[src/rtl/ahb_read_capture.sv]
// rtl/ahb_read_capture.sv - AHB read data-phase beat capture into register-file writes.
// Optional per-command byte reversal of HRDATA when AHB_RDC_BYTE_SWAP_EN is defined.
module ahb_read_capture #(
  parameter int DATA_W = 32,
  parameter int RIDX_W = 5,
  parameter int STRIDE = 4,
  parameter int LEN_W  = 5
) (
  input  logic              HCLK,
  input  logic              HRESETn,
  input  logic              cmd_valid,
  output logic              cmd_ready,
  input  logic [RIDX_W-1:0] cmd_ridx,
  input  logic [LEN_W-1:0]  cmd_len,
`ifdef AHB_RDC_BYTE_SWAP_EN
  input  logic              swap,
`endif
  input  logic              HREADY,
  input  logic              HRESP,
  input  logic [DATA_W-1:0] HRDATA,
  output logic              wr_en,
  output logic [RIDX_W-1:0] wr_ridx,
  output logic [DATA_W-1:0] wr_data,
  output logic              busy,
  output logic              done,
  output logic              err
);

  typedef enum logic [1:0] {IDLE, DATA, ABORT} state_t;

  localparam logic [RIDX_W-1:0] STEP = RIDX_W'(STRIDE);

  state_t              state_q, state_d;
  logic [RIDX_W-1:0]   idx_q, idx_d;
  logic [LEN_W-1:0]    cnt_q, cnt_d;
  logic [LEN_W-1:0]    len_q, len_d;
  logic                wr_en_q, wr_en_d;
  logic [RIDX_W-1:0]   wr_ridx_q, wr_ridx_d;
  logic [DATA_W-1:0]   wr_data_q, wr_data_d;
  logic                done_q, done_d;
  logic                err_q, err_d;
  logic [DATA_W-1:0]   beat_data;

`ifdef AHB_RDC_BYTE_SWAP_EN
  logic swap_q, swap_d;

  function automatic logic [DATA_W-1:0] byte_rev(input logic [DATA_W-1:0] d);
    logic [DATA_W-1:0] r;
    for (int i = 0; i < DATA_W / 8; i++) begin
      r[8*i +: 8] = d[DATA_W-8-8*i +: 8];
    end
    return r;
  endfunction

  assign beat_data = swap_q ? byte_rev(HRDATA) : HRDATA;
`else
  assign beat_data = HRDATA;
`endif

  always_comb begin
    state_d   = state_q;
    idx_d     = idx_q;
    cnt_d     = cnt_q;
    len_d     = len_q;
    wr_en_d   = 1'b0;
    wr_ridx_d = wr_ridx_q;
    wr_data_d = wr_data_q;
    done_d    = 1'b0;
    err_d     = err_q;
`ifdef AHB_RDC_BYTE_SWAP_EN
    swap_d    = swap_q;
`endif
    case (state_q)
      IDLE: begin
        if (cmd_valid) begin
          idx_d   = cmd_ridx;
          len_d   = cmd_len;
          cnt_d   = '0;
          err_d   = 1'b0;
`ifdef AHB_RDC_BYTE_SWAP_EN
          swap_d  = swap;
`endif
          state_d = DATA;
        end
      end
      DATA: begin
        // An ERROR response never carries valid data, whatever HREADY says.
        if (HRESP) begin
          state_d = ABORT;
        end else if (HREADY) begin
          wr_en_d   = 1'b1;
          wr_ridx_d = idx_q;
          wr_data_d = beat_data;
          idx_d     = idx_q + STEP;
          cnt_d     = cnt_q + LEN_W'(1);
          if (cnt_q == len_q) begin
            done_d  = 1'b1;
            state_d = IDLE;
          end
        end
      end
      ABORT: begin
        if (HREADY) begin
          err_d   = 1'b1;
          done_d  = 1'b1;
          state_d = IDLE;
        end
      end
      default: state_d = IDLE;
    endcase
  end

  always_ff @(posedge HCLK or negedge HRESETn) begin
    if (!HRESETn) begin
      state_q   <= IDLE;
      idx_q     <= '0;
      cnt_q     <= '0;
      len_q     <= '0;
      wr_en_q   <= 1'b0;
      wr_ridx_q <= '0;
      wr_data_q <= '0;
      done_q    <= 1'b0;
      err_q     <= 1'b0;
`ifdef AHB_RDC_BYTE_SWAP_EN
      swap_q    <= 1'b0;
`endif
    end else begin
      state_q   <= state_d;
      idx_q     <= idx_d;
      cnt_q     <= cnt_d;
      len_q     <= len_d;
      wr_en_q   <= wr_en_d;
      wr_ridx_q <= wr_ridx_d;
      wr_data_q <= wr_data_d;
      done_q    <= done_d;
      err_q     <= err_d;
`ifdef AHB_RDC_BYTE_SWAP_EN
      swap_q    <= swap_d;
`endif
    end
  end

  assign cmd_ready = (state_q == IDLE);
  assign busy      = (state_q != IDLE);
  assign wr_en     = wr_en_q;
  assign wr_ridx   = wr_ridx_q;
  assign wr_data   = wr_data_q;
  assign done      = done_q;
  assign err       = err_q;

endmodule
[config.mk]
export PLATFORM = sky130hd
export DESIGN_NAME = ahb_read_capture
export DESIGN_NICKNAME = d
export VERILOG_FILES = /design/src/rtl/ahb_read_capture.sv
export SDC_FILE = /design/constraint.sdc
export NUM_CORES = 1
export LEC_CHECK = 0
export ABC_AREA = 1
export BUFFER_PORTS_ARGS = -buffer_cell sky130_fd_sc_hd__buf_2
export CAP_MARGIN = 20
export CORE_ASPECT_RATIO = 0.7
export CORE_UTILIZATION = 40
export CTS_CLUSTER_SIZE = 8
export DETAILED_ROUTE_END_ITERATION = 12
export PLACE_DENSITY = 0.75
export SLEW_MARGIN = 20
export SYNTH_ARGS = -nofsm -noshare
export SYNTH_HDL_FRONTEND = slang
export SYNTH_SLANG_ARGS = --single-unit
[constraint.sdc]
create_clock -name HCLK -period 2.1 [get_ports HCLK]
set_input_delay 0.105 -clock HCLK [delete_from_list [all_inputs] [get_ports HCLK]]
set_output_delay 0.105 -clock HCLK [all_outputs]
set_load 0.02 [all_outputs]
==> impl_metrics.env, run 1 <==
export IMPL_skew_ns=0.00413
export IMPL_synthArstFlopShare_pct=100
export IMPL_status="finished, final reports clean"
export IMPL_netSwitchingPower_mw=1.97
export IMPL_final_common_cell="nand2_1"
export IMPL_routedWlPerCell_um=12.1
export IMPL_peakVddDrop_mv=0.601
export IMPL_placed_cell_area_um2=2960
export IMPL_post_cts_repair_setup_buffers=0
export IMPL_cts_tree="done"
export IMPL_grt_max_degree=40
export IMPL_vias_per_cell=4.56
export IMPL_core_rowCount=23
export IMPL_synth_avg_cell_area_um2=8.61
export IMPL_synth_top_area_share_pct=57.9
export IMPL_wl_met1_mm=2.86
export IMPL_num_vias=2279
export IMPL_grt_pass1_wl_mm=9.23
export IMPL_cp_top_family="simple AND/OR/NAND/NOR gates"
export IMPL_fp_dieArea_um2=6480
export IMPL_slowest_stage="dfrtp_1"
export IMPL_synth_cell_types=27
export IMPL_timing_final_ws_setup_ns=0.280
export IMPL_die_y_um=67.6
export IMPL_p_leak_nw=1.99
export IMPL_die_w_um=95.8
export IMPL_cts_buffers=9
export IMPL_wl_mm=6.03
export IMPL_setup_violations_final=0
export IMPL_clkSinkCount=57
export IMPL_seq_power_share_pct=36.6
export IMPL_maxSlewViolCount=0
export IMPL_critical_path_max_stage_delay_ns=0.40
export IMPL_relSlewSlack_pct=61.0
export IMPL_ys_seq_elements=57
export IMPL_crit_arrival_ns=2.09
export IMPL_final_util_pct=61.7
export IMPL_io_pins=89
export IMPL_synth_flop_cell="dfrtp_1"
export IMPL_rsz0062_at_grt="no"
export IMPL_area_growth_pct=46.4
export IMPL_synth_area_um2=2460
export IMPL_p_clk_share_pct=23.5
export IMPL_gr_total_overflow=0
export IMPL_grt_use_total_pct=19.5
export IMPL_coreArea_um2=5840
export IMPL_cts_path_max_buffers=2
export IMPL_synth_nets=338
export IMPL_clk_latency_ns=0.33
export IMPL_sw_frac_of_total_pct=39.9
export IMPL_worstMarginPinSlew_ns=0.585
export IMPL_fin_nets=472
export IMPL_portBuffers=88
export IMPL_worstSetupPathType="reg2reg"
export IMPL_startpoint_type="register"
export IMPL_wl_met2_mm=2.69
export IMPL_initial_utilization_pct=42.2
export IMPL_dpl_hpwl_mm=3.98
export IMPL_hp_class="in2reg"
export IMPL_ys_seq_area_share_pct=57.9
export IMPL_drv_cap=0
export IMPL_gp_congestion=0.795
export IMPL_postRouteAntennaNets=0
export IMPL_diodes=0
export IMPL_endpoint_kind="register"
export IMPL_multi_input_area_um2=895
export IMPL_crit_buf_inv=2
export IMPL_drive_above_1_share_pct=27.1
export IMPL_synth_edff_count=0
export IMPL_final_cell_mix="148 x nand2_1, 88 x buf_2, 57 x dfrtp_1"
export IMPL_drt_iter0_markers=60
export IMPL_top_layer="met4"
export IMPL_grt_pass1_vias=2086
export IMPL_antenna_found_initial=0
export IMPL_finalHoldViolCount=0
export IMPL_path_cells="inv_1 > ha_1 > nand2_2 > nor2_4 > buf_4 > nand2_1 > nand2_1"
export IMPL_path_clk_slew_ns=0.06
export IMPL_crit_fanout=21
export IMPL_route_detailed_drc=0
export IMPL_p_comb_share_pct=39.9
export IMPL_layout_min_cycle_time_ns=1.82
export IMPL_fillers=542
export IMPL_final_cells=500
export IMPL_cellInternalPower_mw=2.97
export IMPL_wl_met3_um=418
export IMPL_yosysWarningCount=0
export IMPL_cts_root_buf="clkbuf_8"
export IMPL_stdcell_area_um2=3610
export IMPL_cp_required_ns=2.37
export IMPL_finalPower_mw=4.94
export IMPL_synth_top_cell_by_area="dfrtp_1"
export IMPL_cp_common_cell="nand2_1"
export IMPL_place_ws_ns=0.175
export IMPL_numPlacedInstances=443
export IMPL_timing_fmax_ghz=0.549
export IMPL_tns_ns=0
export IMPL_pwr_density_cell_nw_per_um2=1370
export IMPL_syn_inst=286
export IMPL_regArea_um2=1430
export IMPL_htreeDepth=3
export IMPL_synth_area_top_cells="dfrtp_1 58%, nand2_1 23%, o21ai_0 2.8%"
export IMPL_dr_pass1_iters=6
export IMPL_fin_crit_sh_pct=86.7
export IMPL_hold_slack_ns=0.0481
## state kept, by name, summed over array words and instances, names as in the netlist
register and count:
wr_data 32, cnt_q 5, idx_q 5, len_q 5, wr_ridx 5, state_q 2, done 1, err 1
wr_en 1
## cells by family (layout without fill, tap and decap cells)
logic type / Yosys count / in the layout / share of synthesized area (%)
fa+ha+maj: 5 / 5 / 2.54
buf+inv: 28 / 167 / 5.74
simple gates: 172 / 172 / 27.9
compound gates: 21 / 21 / 4.83
xor+xnor: 3 / 3 / 1.07
flops: 57 / 57 / 57.9
## synth_stat cells (2+ instances only)
cell type,count
buf_2,4
buf_4,2
buf_6,3
dfrtp_1,57
ha_1,5
inv_1,15
inv_2,2
nand2_1,148
nand3_1,7
nand4_1,2
nor2_1,10
o21ai_0,14
o21ai_1,2
xnor2_1,2
## layout make-up
cell class              count  share of cell area, %
repair buffers            132                   24.6
well taps                  75                   2.60
inverters                  19                   2.08
clock inverters             4                   2.08
clock buffers              12                   4.30
flip-flops and latches     57                   39.6
multi-input cells         201                   24.8
## worst reg2reg max path, stage by stage, from the launching register on
cell and delay, ns:
dfrtp_1 0.40, inv_1 0.09, ha_1 0.38, nand2_2 0.14, nor2_4 0.26, buf_4 0.31
nand2_1 0.11, nand2_1 0.07
## repair_timing
item                       CTS  global route
hold buffers                41             0
setup endpoints to repair    0             2
hold endpoints to repair    64             0
gates resized for setup      0             2
## power groups by stage
stage          registers, mW  logic (mW)  clock network [mW]
2_1_floorplan           2.23       0.867                   0
3_3_place_gp            1.81        1.87                   0
3_5_place_dp            1.82        1.91                   0
4_1_cts                 1.81        1.98                1.20
5_1_grt                 1.86        2.21                1.25
6_report                1.81        1.97                1.16
## layer usage
metal  vias to the layer above  track usage, %
met5                         -               0
met4                         0            6.72
met3                         8            6.98
met2                        72            32.5
met1                      1051            23.5
li1                       1148               -
## path summary, 6_finish.rpt
check | cells past startpoint | startpoint | slack, ns | to
max | 7 | state_q[1] | 0.28 | wr_data[28]
min | 3 | cmd_ridx[3] | 0.05 | idx_q[3]
max reg2reg | 7 | state_q[1] | 0.28 | wr_data[28]
min reg2reg | 2 | wr_data[30] | 0.47 | wr_data[30]
max in group asynchronous | 3 | HRESETn | 1.21 | wr_data[5]
min in group asynchronous | 2 | HRESETn | 0.31 | wr_data[26]
Note: power is estimated with default switching activity, not from simulation.
==> inputs of run 2 (changes only) <==
Settings changed: ABC_AREA 1 to 0, BUFFER_PORTS_ARGS -buffer_cell sky130_fd_sc_hd__buf_2 to -buffer_cell sky130_fd_sc_hd__clkbuf_2.
==> impl_metrics.env, run 2 <==
export IMPL_final_common_cell="nand2_1"
export IMPL_rsz0062_at_grt="no"
export IMPL_fp_dieArea_um2=6440
export IMPL_syn_inst=259
export IMPL_relSlewSlack_pct=57.6
export IMPL_stdcell_area_um2=3580
export IMPL_critical_path_max_stage_delay_ns=0.41
export IMPL_diodes=0
export IMPL_finalHoldViolCount=0
export IMPL_gp_congestion=0.773
export IMPL_pwr_density_cell_nw_per_um2=1390
export IMPL_yosysMostFrequentCell="nand2_1"
export IMPL_path_cells="inv_1 > ha_1 > nand3b_2 > a21o_1 > o21ai_0 > a211oi_1"
export IMPL_yosysWarningCount=0
export IMPL_largest_register_ffs=32
export IMPL_ctsResizeCount=0
export IMPL_cts_path_max_buffers=2
export IMPL_gr_total_overflow=0
export IMPL_fin_nets=447
export IMPL_io_pins=89
export IMPL_startpoint_type="register"
export IMPL_grt_pass1_vias=2109
export IMPL_synth_avg_cell_area_um2=9.44
export IMPL_final_util_pct=61.6
export IMPL_synth_area_um2=2450
export IMPL_placed_cell_area_um2=3000
export IMPL_wl_mm=6.10
export IMPL_core_rowCount=23
export IMPL_muxShareOfSynthArea_pct=3.99
export IMPL_path_clk_slew_ns=0.06
export IMPL_synth_cell_types=34
export IMPL_slowest_stage="dfrtp_1"
export IMPL_synth_simple_area_share_pct=24.2
export IMPL_cp_top_family="compound AO/OA/AOI/OAI gates"
export IMPL_portBuffers=88
export IMPL_p_leak_nw=1.94
export IMPL_synth_xor_xnor_area_share_pct=2.51
export IMPL_dpl_hpwl_mm=3.96
export IMPL_synth_area_top_cells="dfrtp_1 58%, nand2_1 18%, mux2_2 2.8%"
export IMPL_post_cts_repair_setup_buffers=0
export IMPL_clk_latency_ns=0.34
export IMPL_hp_class="in2reg"
export IMPL_postRouteAntennaNets=0
export IMPL_setup_violations_final=0
export IMPL_cp_required_ns=2.32
export IMPL_drive_above_1_share_pct=30.3
export IMPL_synth_flop_cell="dfrtp_1"
export IMPL_routedWlPerCell_um=12.8
export IMPL_synth_common_cells="119 x nand2_1, 57 x dfrtp_1, 8 x o21ai_0"
export IMPL_final_cell_mix="119 x nand2_1, 88 x clkbuf_2, 57 x dfrtp_1"
export IMPL_status="finished, final reports clean"
export IMPL_cts_buffers=9
export IMPL_peakVddDrop_mv=0.744
export IMPL_vias_per_cell=4.69
export IMPL_synth_top_family_by_area="simple AND/OR/NAND/NOR gates"
export IMPL_grt_pass1_wl_mm=9.72
export IMPL_hold_buffers=38
export IMPL_endpoint_kind="register"
export IMPL_dr_pass1_iters=6
export IMPL_crit_buf_inv=1
export IMPL_fin_crit_sh_pct=87.3
export IMPL_synthArstFlopShare_pct=100
export IMPL_synth_compound_area_share_pct=5.93
export IMPL_die_y_um=67.4
export IMPL_area_growth_pct=46.4
export IMPL_synth_top_cell_by_area="dfrtp_1"
export IMPL_ys_seq_elements=57
export IMPL_drv_cap=0
export IMPL_crit_arrival_ns=2.05
export IMPL_maxSlewViolCount=0
export IMPL_ys_seq_area_share_pct=58.3
export IMPL_synth_nets=311
export IMPL_drt_iter0_markers=91
export IMPL_coreArea_um2=5810
export IMPL_num_vias=2226
export IMPL_synth_top_area_share_pct=58.3
export IMPL_cts_root_buf="clkbuf_8"
export IMPL_skew_ns=0.00708
export IMPL_timing_fmax_ghz=0.545
export IMPL_synth_edff_count=0
export IMPL_die_w_um=95.5
export IMPL_route_detailed_drc=0
export IMPL_grt_use_total_pct=20.6
export IMPL_crit_fanout=12
export IMPL_synth_fa_ha_area_share_pct=2.56
export IMPL_worstMarginPinSlew_ns=0.636
export IMPL_clkSinkCount=57
export IMPL_initial_utilization_pct=42.1
export IMPL_antenna_found_initial=0
export IMPL_layout_min_cycle_time_ns=1.83
export IMPL_cts_tree="done"
export IMPL_worstSetupPathType="reg2reg"
export IMPL_tns_ns=0
export IMPL_htreeDepth=3
export IMPL_grt_max_degree=34
==> run 2: logic make-up after synthesis <==
kind of cell | after synthesis
buf+inv | 14
simple gates | 144
fa+ha+maj | 5
mux | 9
flops | 57
compound gates | 23
xor+xnor | 7
==> run 2: final cells by class <==
type / count / area (um^2)
clock buffer: 10 / 128
clock inverter: 6 / 58.8
fill: 486 / 2230
inverter: 5 / 18.8
multi-input combinational: 188 / 960
sequential: 57 / 1430
tap: 75 / 93.8
timing repair buffer: 134 / 896
==> run 2: stage by stage <==
stage               hold slack, ns  total power [mW]  instances  setup slack [ns]
floorplan                   -0.191              3.22        259             0.418
detailed placement           0.157              3.96        420             0.261
finish                      0.0197              4.98        475             0.267
global placement             0.162              3.89        420             0.388
global route               0.00263              5.40        475             0.101
CTS                       0.000690              5.03        474             0.250
==> run 2: worst paths after layout <==
kind | from | depth (start not counted) | to | slack (ns)
min in group asynchronous | HRESETn | 2 | wr_data[27] | 0.32
max reg2reg | state_q[1] | 6 | idx_q[4] | 0.27
min reg2reg | wr_data[19] | 2 | wr_data[19] | 0.48
min | cmd_len[2] | 2 | len_q[2] | 0.02
max in group asynchronous | HRESETn | 3 | cnt_q[1] | 1.18
max | state_q[1] | 6 | idx_q[4] | 0.27
==> run 2: layer usage <==
layer	global-route usage [%]	part of all wire [%]	up-vias
li1	-	-	1108
met1	25.0	46	1032
met2	34.1	46	80
met3	9.80	7.6	6
met4	3.92	0.69	0
met5	0	0	-
==> run 2: where the power goes <==
part / leakage (nW) / internal, mW / switching [mW]
Sequential: 0.719 / 1.60 / 0.300
Combinational: 1.12 / 0.789 / 1.32
Clock: 0.0998 / 0.541 / 0.427
Total: 1.94 / 2.93 / 2.05
